**src/rtl/mri_sequencer.sv**
```systemverilog
// mri_sequencer: execute-phase control for memory-reference instructions
// (AND, ADD, LDA, STA, BUN, BSA, ISZ). Resolves indirect addressing, then
// drives the bus select and register/memory strobes for each timing step.
// The main controller hands over with start and gets control back on done.
module mri_sequencer #(
  parameter int WIDTH = 16,
  parameter int AW    = 12
) (
  input  logic             clk,
  input  logic             rst_n,
  input  logic             start,
  input  logic [WIDTH-1:0] ir,
  input  logic             dr_zero,
  output logic             busy,
  output logic             done,
  output logic [2:0]       bus_sel,
  output logic             ar_ld,
  output logic             ar_inr,
  output logic             pc_ld,
  output logic             pc_inr,
  output logic             dr_ld,
  output logic             dr_inr,
  output logic             ac_ld,
  output logic             e_ld,
  output logic [2:0]       alu_op,
  output logic             mem_wr
);

  typedef enum logic [2:0] {
    IDLE = 3'd0,
    IND  = 3'd1,
    T4   = 3'd2,
    T5   = 3'd3,
    T6   = 3'd4
  } state_t;

  localparam logic [2:0] OP_AND = 3'd0;
  localparam logic [2:0] OP_ADD = 3'd1;
  localparam logic [2:0] OP_LDA = 3'd2;
  localparam logic [2:0] OP_STA = 3'd3;
  localparam logic [2:0] OP_BUN = 3'd4;
  localparam logic [2:0] OP_BSA = 3'd5;
  localparam logic [2:0] OP_ISZ = 3'd6;
  localparam logic [2:0] OP_REG = 3'd7;

  localparam logic [2:0] BUS_NONE = 3'b000;
  localparam logic [2:0] BUS_PC   = 3'b001;
  localparam logic [2:0] BUS_DR   = 3'b010;
  localparam logic [2:0] BUS_AC   = 3'b011;
  localparam logic [2:0] BUS_AR   = 3'b101;
  localparam logic [2:0] BUS_MEM  = 3'b110;

  state_t     state_r;
  state_t     next_s;
  logic [2:0] op_r;
  logic [2:0] ir_op_s;
  logic       ir_ind_s;
  logic       accept_s;
  logic       unused_s;

  assign ir_op_s  = ir[WIDTH-2 -: 3];
  assign ir_ind_s = ir[WIDTH-1];
  assign accept_s = (state_r == IDLE) && start && (ir_op_s != OP_REG);
  // The address field is consumed by the datapath (AR), not by this block.
  assign unused_s = ^ir[AW-1:0];

  // State register and opcode capture; reset wins over a concurrent start.
  always_ff @(posedge clk) begin
    if (!rst_n) begin
      state_r <= IDLE;
      op_r    <= 3'd0;
    end else begin
      state_r <= next_s;
      if (accept_s) begin
        op_r <= ir_op_s;
      end
    end
  end

  // Next-state and strobe decode from state, captured opcode and dr_zero.
  always_comb begin
    next_s  = IDLE;
    busy    = (state_r != IDLE);
    done    = 1'b0;
    bus_sel = BUS_NONE;
    ar_ld   = 1'b0;
    ar_inr  = 1'b0;
    pc_ld   = 1'b0;
    pc_inr  = 1'b0;
    dr_ld   = 1'b0;
    dr_inr  = 1'b0;
    ac_ld   = 1'b0;
    e_ld    = 1'b0;
    alu_op  = 3'b000;
    mem_wr  = 1'b0;
    case (state_r)
      IDLE: begin
        if (accept_s) begin
          next_s = ir_ind_s ? IND : T4;
        end else begin
          next_s = IDLE;
        end
      end
      IND: begin
        bus_sel = BUS_MEM;
        ar_ld   = 1'b1;
        next_s  = T4;
      end
      T4: begin
        case (op_r)
          OP_AND, OP_ADD, OP_LDA, OP_ISZ: begin
            bus_sel = BUS_MEM;
            dr_ld   = 1'b1;
            next_s  = T5;
          end
          OP_STA: begin
            bus_sel = BUS_AC;
            mem_wr  = 1'b1;
            done    = 1'b1;
          end
          OP_BUN: begin
            bus_sel = BUS_AR;
            pc_ld   = 1'b1;
            done    = 1'b1;
          end
          OP_BSA: begin
            bus_sel = BUS_PC;
            mem_wr  = 1'b1;
            ar_inr  = 1'b1;
            next_s  = T5;
          end
          default: next_s = IDLE;
        endcase
      end
      T5: begin
        case (op_r)
          OP_AND: begin
            ac_ld  = 1'b1;
            alu_op = 3'b001;
            done   = 1'b1;
          end
          OP_ADD: begin
            ac_ld  = 1'b1;
            e_ld   = 1'b1;
            alu_op = 3'b010;
            done   = 1'b1;
          end
          OP_LDA: begin
            ac_ld  = 1'b1;
            alu_op = 3'b011;
            done   = 1'b1;
          end
          OP_BSA: begin
            bus_sel = BUS_AR;
            pc_ld   = 1'b1;
            done    = 1'b1;
          end
          OP_ISZ: begin
            dr_inr = 1'b1;
            next_s = T6;
          end
          default: next_s = IDLE;
        endcase
      end
      T6: begin
        if (op_r == OP_ISZ) begin
          bus_sel = BUS_DR;
          mem_wr  = 1'b1;
          pc_inr  = dr_zero;
          done    = 1'b1;
        end else begin
          next_s = IDLE;
        end
      end
      default: next_s = IDLE;
    endcase
  end

endmodule

```
**config.mk**
```make
export PLATFORM = sky130hd
export DESIGN_NAME = mri_sequencer
export DESIGN_NICKNAME = d
export VERILOG_FILES = /design/src/rtl/mri_sequencer.sv
export SDC_FILE = /design/constraint.sdc
export NUM_CORES = 1
export LEC_CHECK = 0
export ABC_AREA = 1
export CORE_MARGIN = 1.5
export CORE_UTILIZATION = 36
export CTS_BUF_LIST = sky130_fd_sc_hd__clkbuf_2
export CTS_CLUSTER_SIZE = 25
export DETAILED_ROUTE_END_ITERATION = 10
export GPL_ROUTABILITY_DRIVEN = 0
export PLACE_DENSITY = 0.86
export SETUP_SLACK_MARGIN = 0.5
export SKIP_CTS_REPAIR_TIMING = 1
export SLEW_MARGIN = 20
export SYNTH_ARGS = -nofsm -noshare
export SYNTH_HDL_FRONTEND = slang
export SYNTH_SLANG_ARGS = --single-unit
```
**constraint.sdc**
```tcl
create_clock -name clk -period 2.1 [get_ports clk]
set_input_delay 0.63 -clock clk [delete_from_list [all_inputs] [get_ports clk]]
set_output_delay 0.63 -clock clk [all_outputs]
set_load 0.005 [all_outputs]
```
# Word level (Yosys, flattened, before mapping)
# Index checks and enable logic that the tools add are counted.
# op_classes
eq_ne	11
n_reduce_logical	11
muxes	31
# op_table
cell	n
case mux 3 bit (4 select lines)	3
two-way mux 1 bit	17
equality test 3 x 2 -> 1 bit (second input constant)	4
equality test 3 bit (second input constant)	4
two-way mux 2 bit	5
OR reduction 4 bit	2
equality test 3 x 1 -> 1 bit (second input constant)	2
logical NOT 3 bit	2
two-way mux 3 bit	2
case mux 2 bit (3 select lines)	1
OR reduction 5 bit	1
case mux 1 bit (2 select lines)	2
OR reduction 2 bit	2
!= test 3 bit (second input constant)	1
case mux 1 bit (3 select lines)	1
nonzero test 3 bit	1
OR reduction 3 bit	1
logical AND 1 bit	2
# totals
ff_bits	6
output_inout_bits	17
wordCells	55
input_bits	20

# Longest topological paths before layout
# Gate-level depths: netlist of run 1.
# logic_depth
ltp_word	5
ltp_mapped	7

# Least setup slack after synthesis of run 1
# OpenSTA, ideal clock, no wires.
# synth_timing
path_kind	reg-to-output
from	reg op_r[0]
to	out done
path_buffers	1
path_stages_with_launch	7
t_arrival_ns	0.915
required_time_ns	1.470
setup_slack_ns	0.555
path_cell_list	dfxtp_1 -> clkbuf_2 -> nand2_1 -> inv_1 -> nand3_1 -> and2_4 -> nand3_2
# synth_via
elab_chain_len	4
word_cells_on_any_way	13
classes_between	eq/ne (6); mux (4); reduce/logical (3)
# synth_lines
item	line	rtl
start: declaration	55	logic [2:0] op_r;
start signal: assignment	75	op_r <= ir_op_s;
equality test 3 x 2 -> 1 bit (tied with other cells)	136	case (op_r)
OR reduction 4 bit (no source line) or OR reduction 2 bit (tied branches)	-	
two-way mux 1 bit (on tied branches)	136, 110	
case mux 1 bit (3 select lines) *	96	case (state_r)
end: declaration	15	output logic done,
# Every way passes the cells marked *; elsewhere a longest branch is shown, timed or not.

# Worst setup path in the final report of run 1
# layout_timing
from	reg state_r[2]
to	out mem_wr
# layout_via
elab_chain_len	2
word_cells_on_any_way	3
classes_between	eq/ne (2); mux (1)
# layout_lines
item	line	rtl
start: declaration	53	state_t state_r;
start signal: assignment	73	state_r <= next_s;
equality test 3 bit or equality test 3 x 2 -> 1 bit (tied branches)	96	
case mux 1 bit (2 select lines) *	96	
end: declaration	26	output logic mem_wr
# Marked as above.

==> results of run 1 <==
## power breakdown
part,switching [mW],internal [mW]
sequential,0.0176,0.127
clock,0.0451,0.0386
combinational,0.125,0.119
## final timing paths
path | end | start | slack (ps)
setup / recovery | mem_wr | state_r[2] | 40
hold / removal | op_r[1] | op_r[1] | 500
setup reg to reg | op_r[2] | state_r[1] | 780
hold reg to reg | op_r[1] | op_r[1] | 500
## per-stage QoR
stage | instance area, sq um | setup TNS (ps)
3_3_place_gp | 785.8 | -245.6
5_1_grt | 940.9 | -21.34
4_1_cts | 800.8 | -3627
2_1_floorplan | 480.5 | 0
6_report | 940.9 | 0
3_5_place_dp | 785.8 | -442.0
## logic make-up after synthesis
group                  synth area share, %
other                               0.7805
and+or+nand+nor                      52.35
buffers and inverters                12.24
AOI/OAI and AO/OA                    9.635
DFF                                  25.00
## Yosys cell counts, drive strengths merged
library cell and number:
a21oi 3, and2 1, buf 2, clkbuf 1
conb 1, dfxtp 6, inv 11, nand2 17
nand3 9, nand4 2, nor2 16, nor3 4
nor4 2, o211ai 1, o21ai 4
## sequential cells by signal, summed over array words and instances (netlist names)
name and count:
state_r 3, op_r 3
## layer usage
| layer | wire [microns] | share of wire (%) |
|---|---|---|
| met1 | 780 | 38 |
| met2 | 1058 | 51 |
| met3 | 112 | 5.4 |
| met4 | 113 | 5.5 |
| met5 | 0 | 0 |
## critical path, delay by kind of cell, from the launching register on
family	cells	cell delay (ps)
compound gates	1	60
buf+inv	3	360
simple gates	4	440
flops	1	330
## cell type report
type / count / area [sq um]
multi-input cells: 60 / 397.9
repair buffers: 43 / 326.6
fillers: 82 / 230.2
flip-flops and latches: 6 / 137.6
inverters: 11 / 46.29
well taps: 14 / 17.52
clock buffers: 3 / 15.01
==> impl_metrics.env, run 1 <==
export IMPL_critPathArrivalTime_ps=1430
export IMPL_ys_ff_latch=6
export IMPL_portBuffers=23
export IMPL_synthCells=80
export IMPL_cts_tree="yes"
export IMPL_yosys_warnings=0
export IMPL_io_pins=37
export IMPL_layout_common_cells="buf_4, nand2_1, clkbuf_2, buf_2, nor2_1"
export IMPL_final_hold_violation_count=0
export IMPL_ys_types=23
export IMPL_cts_clk_slew_worst_paths_ps=50
export IMPL_power_density_mw_per_mm2=503.0
export IMPL_fmax_ghz=0.4849
export IMPL_die_h_microns=39.53
export IMPL_cts_buffers=3
export IMPL_finalCritPeriodShare_pct=98.20
export IMPL_slew_viol_final=0
export IMPL_vias=716
export IMPL_syn2layout_area_growth_pct=95.83
export IMPL_post_route_util_pct=80.34
export IMPL_synth_top_area_share_pct=25.00
export IMPL_setup_viol=0
export IMPL_end_kind="primary output"
export IMPL_crit_chain="inv_2, nand2_4, nor2_4, buf_6, nand3_4, and2_4, o21ai_2, buf_2"
export IMPL_htreeDepth=1
export IMPL_grt_pass1_wl_mm=2.366
export IMPL_criticalPathCategory="reg2out"
export IMPL_die_area_sq_mm=0.001563
export IMPL_cp_data_required_time_ps=1470
export IMPL_use_met2_pct=37.70
export IMPL_cts_sinks=6
export IMPL_setup_slack_ps=37.70
export IMPL_cts_root_buffer="clkbuf_2"
export IMPL_seq_area_frac_synth_pct=25.00
export IMPL_initial_core_util_pct=41.03
export IMPL_final_cells=137
export IMPL_holdWs_ps=498.4
export IMPL_overflow=0
export IMPL_grt_pass1_vias=579
export IMPL_outcome="complete, no violations"
export IMPL_grtUsageMet1_pct=26.35
export IMPL_die_w_microns=39.53
export IMPL_startpoint_type="flop"
export IMPL_drt_total_wl_mm=2.065
export IMPL_skew_ps=10.97
export IMPL_core_sq_mm=0.001171
export IMPL_ctsLongestPathBuffers=2
export IMPL_post_route_cells_drive_above_1_share_pct=58.54
export IMPL_grtUsageMet3_pct=7.386
export IMPL_timing_final_crit_period_ps=2062
export IMPL_finalPower_mw=0.4733
export IMPL_cp_slowest_cell="dfxtp_2"
export IMPL_cap_viol_max_count=0
export IMPL_ir_drop_v=0.0005056
export IMPL_top_usage_layer="met2"
export IMPL_place_hpwl_mm=1.198
export IMPL_hold_depth=2
export IMPL_leakage_nw=0.4930
export IMPL_syn_area_sq_um=480.5
export IMPL_dpl_worst_slack_ps=-223.5
export IMPL_final_antenna_net_count=0
export IMPL_grt_start_max_net_pins=8
export IMPL_syn_num_nets=100
export IMPL_insertion_delay_ps=240
export IMPL_place_inst=124
export IMPL_rsz0062_at_grt="true"
export IMPL_rr_worst_depth=8
export IMPL_synth_top_area_cell="dfxtp_1"
export IMPL_avgRoutedWirePerCell_microns=15.07
export IMPL_cp_max_fo=4
export IMPL_core_rowCount=12
export IMPL_grt_total_usage_pct=22.54
export IMPL_syn_mean_instance_area_sq_um=6.006
export IMPL_synth_area_top_cells="dfxtp_1, nand2_1, nor2_1"
export IMPL_num_antenna_cells=0
export IMPL_antenna_found_initial=0
export IMPL_layout_cells_most_common="buf_4"
export IMPL_drc=0
export IMPL_drt_iter0_markers=14
export IMPL_via_per_inst=5.226
export IMPL_firstDrtPassIters=4
export IMPL_layout_nets=145
export IMPL_critical_path_max_stage_delay_ps=330
export IMPL_hp_class="reg2reg"
Power figures use the tool's default switching activity.
==> run 2, diff against run 1 <==
--- a/config.mk
+++ b/config.mk
@@ -7,12 +7,13 @@
 export LEC_CHECK = 0
 export ABC_AREA = 1
 export CORE_MARGIN = 1.5
-export CORE_UTILIZATION = 36
+export CORE_UTILIZATION = 34
 export CTS_BUF_LIST = sky130_fd_sc_hd__clkbuf_2
 export CTS_CLUSTER_SIZE = 25
 export DETAILED_ROUTE_END_ITERATION = 10
 export GPL_ROUTABILITY_DRIVEN = 0
-export PLACE_DENSITY = 0.86
+export PLACE_DENSITY = 0.81
+export RECOVER_POWER = 50
 export SETUP_SLACK_MARGIN = 0.5
 export SKIP_CTS_REPAIR_TIMING = 1
 export SLEW_MARGIN = 20
==> constraint.sdc (replaced) <==
create_clock -name clk -period 2.2 [get_ports clk]
set_input_delay 0.66 -clock clk [delete_from_list [all_inputs] [get_ports clk]]
set_output_delay 0.66 -clock clk [all_outputs]
set_load 0.005 [all_outputs]
==> run 2 against run 1 <==
Net effect: combinational power down 21%; sequential share of layout area rose by 0.68 points; worst setup slack improved by 110 ps; highest routed layer unchanged; clock power down 11%.
==> impl_metrics.env, run 2 (synthesis gave the netlist of run 1 again) <==
export IMPL_outcome="complete, no violations"
export IMPL_use_met2_pct=30.56
export IMPL_cts_buffers=3
export IMPL_insertion_delay_ps=220
export IMPL_num_antenna_cells=0
export IMPL_num_fill_cells=127
export IMPL_holdWs_ps=526.6
export IMPL_initial_core_util_pct=36.92
export IMPL_timing_final_crit_period_ps=2052
export IMPL_criticalPathCategory="reg2out"
export IMPL_hold_depth=2
export IMPL_grtUsageMet3_pct=1.667
export IMPL_grt_start_max_net_pins=8
export IMPL_syn2layout_area_growth_pct=82.03
export IMPL_drc=0
export IMPL_regArea_sq_um=133.9
export IMPL_dpl_worst_slack_ps=-191.9
export IMPL_overflow=0
export IMPL_power_net_switching_mw=0.1573
export IMPL_die_area_sq_mm=0.001648
export IMPL_setup_slack_ps=148.1
export IMPL_cts_clk_slew_worst_paths_ps=60
export IMPL_p_seq_share_pct=34.2
export IMPL_firstDrtPassIters=4
export IMPL_via_per_inst=5.075
export IMPL_cts_tree="yes"
export IMPL_hp_class="reg2reg"
export IMPL_startpoint_type="flop"
export IMPL_setup_viol=0
export IMPL_ctsLongestPathBuffers=2
export IMPL_cap_viol_max_count=0
export IMPL_power_density_mw_per_mm2=465.4
export IMPL_fmax_ghz=0.4874
export IMPL_reg_top3="op_r (3), state_r (3)"
export IMPL_power_frac_comb_pct=47.5
export IMPL_rr_worst_depth=6
export IMPL_post_route_cells_drive_above_1_share_pct=55.08
export IMPL_grt_pass1_wl_mm=1.849
export IMPL_power_frac_clock_pct=18.3
export IMPL_finalCritPeriodShare_pct=93.27
export IMPL_avgRoutedWirePerCell_microns=11.76
export IMPL_end_kind="primary output"
export IMPL_slew_viol_final=0
export IMPL_min_to="op_r[2]"
export IMPL_htreeDepth=1
export IMPL_r2r_slack_ps=900
export IMPL_final_antenna_net_count=0
export IMPL_die_w_microns=40.59
export IMPL_layout_common_cells="buf_4, nand2_1, clkbuf_2"
export IMPL_cp_max_fo=4
export IMPL_skew_ps=2.996
export IMPL_grtUsageMet1_pct=18.42
export IMPL_place_hpwl_mm=1.039
export IMPL_post_route_util_pct=67.21
export IMPL_layout_nets=140
export IMPL_cp_data_required_time_ps=1540
export IMPL_portBuffers=23
export IMPL_layout_cells_most_common="buf_4"
export IMPL_die_h_microns=40.59
export IMPL_drt_total_wl_mm=1.564
export IMPL_reg2reg_to="op_r[2]"
export IMPL_reg2reg_from="state_r[0]"
export IMPL_critPathArrivalTime_ps=1390
export IMPL_grt_total_usage_pct=17.16
export IMPL_multi_input_area_sq_um=374.1
export IMPL_swShare_pct=38.65
export IMPL_core_sq_mm=0.001301
export IMPL_hp_start="op_r[2]"
export IMPL_final_hold_violation_count=0
export IMPL_io_pins=37
export IMPL_p_int_mw=0.2497
export IMPL_vias=675
export IMPL_ir_drop_v=0.0003025
export IMPL_top_usage_layer="met2"
export IMPL_cts_sinks=6
export IMPL_drt_iter0_markers=23
export IMPL_leakage_nw=0.4678
export IMPL_core_rowCount=13
export IMPL_rsz0062_at_grt="true"
export IMPL_cts_root_buffer="clkbuf_2"
export IMPL_grt_pass1_vias=500
export IMPL_antenna_found_initial=0
-- run 2: stage by stage --
step	cell area, sq um	power, mW	instances	TNS, ps
floorplan	480.5	0.2158	80	0
global placement	757.0	0.2944	121	-191.3
detailed placement	757.0	0.2988	121	-191.9
CTS	772.0	0.3750	124	-1766
global route	874.6	0.4344	133	0
finish	874.6	0.4070	133	0
-- run 2: worst max-delay path, stage by stage, from the launching register on --
cell and delay [ps]:
dfxtp_1 360, nor2_1 200, nand4_1 140, buf_4 170
and2_4 140, nand3_2 60, buf_2 110
-- run 2: per-layer routing --
metal / wire length [microns] / share of wire (%)
met1: 615 / 39
met2: 843 / 54
met3: 84 / 5.4
met4: 21 / 1.3
met5: 0 / 0
-- run 2: power by group through the flow --
stage	combinational [mW]	sequential, mW	clock [mW]
2_1_floorplan	0.0873	0.129	0
3_3_place_gp	0.160	0.134	0
3_5_place_dp	0.164	0.135	0
4_1_cts	0.165	0.133	0.0773
5_1_grt	0.211	0.140	0.0831
6_report	0.193	0.139	0.0745
-- run 2: layout make-up --
| cell class | count | share of cell area (%) |
|---|---|---|
| timing repair buffer | 38 | 32.76 |
| tap | 15 | 2.146 |
| sequential | 6 | 15.31 |
| inverter | 11 | 5.293 |
| multi-input combinational | 60 | 42.78 |
| clock buffer | 3 | 1.717 |
-- run 2: worst max-delay path by stage --
stage               start  endpoint  slack (ps)  depth (start not counted)
6_report       state_r[0]      done         150                          6
5_1_grt        state_r[0]      done          80                          6
4_1_cts           dr_zero    pc_inr        -200                          4
3_5_place_dp      dr_zero    pc_inr        -190                          4
3_3_place_gp      dr_zero    pc_inr        -190                          4
2_1_floorplan     op_r[0]      done         630                          6
==> run 3, diff against run 2 <==
--- a/config.mk
+++ b/config.mk
@@ -9,6 +9,7 @@
 export CORE_MARGIN = 1.5
 export CORE_UTILIZATION = 34
 export CTS_BUF_LIST = sky130_fd_sc_hd__clkbuf_2
+export CTS_CLUSTER_DIAMETER = 120
 export CTS_CLUSTER_SIZE = 25
 export DETAILED_ROUTE_END_ITERATION = 10
 export GPL_ROUTABILITY_DRIVEN = 0
==> results of run 3 <==
Same layout as run 2: the final DEF is identical, and so are final timing and power.
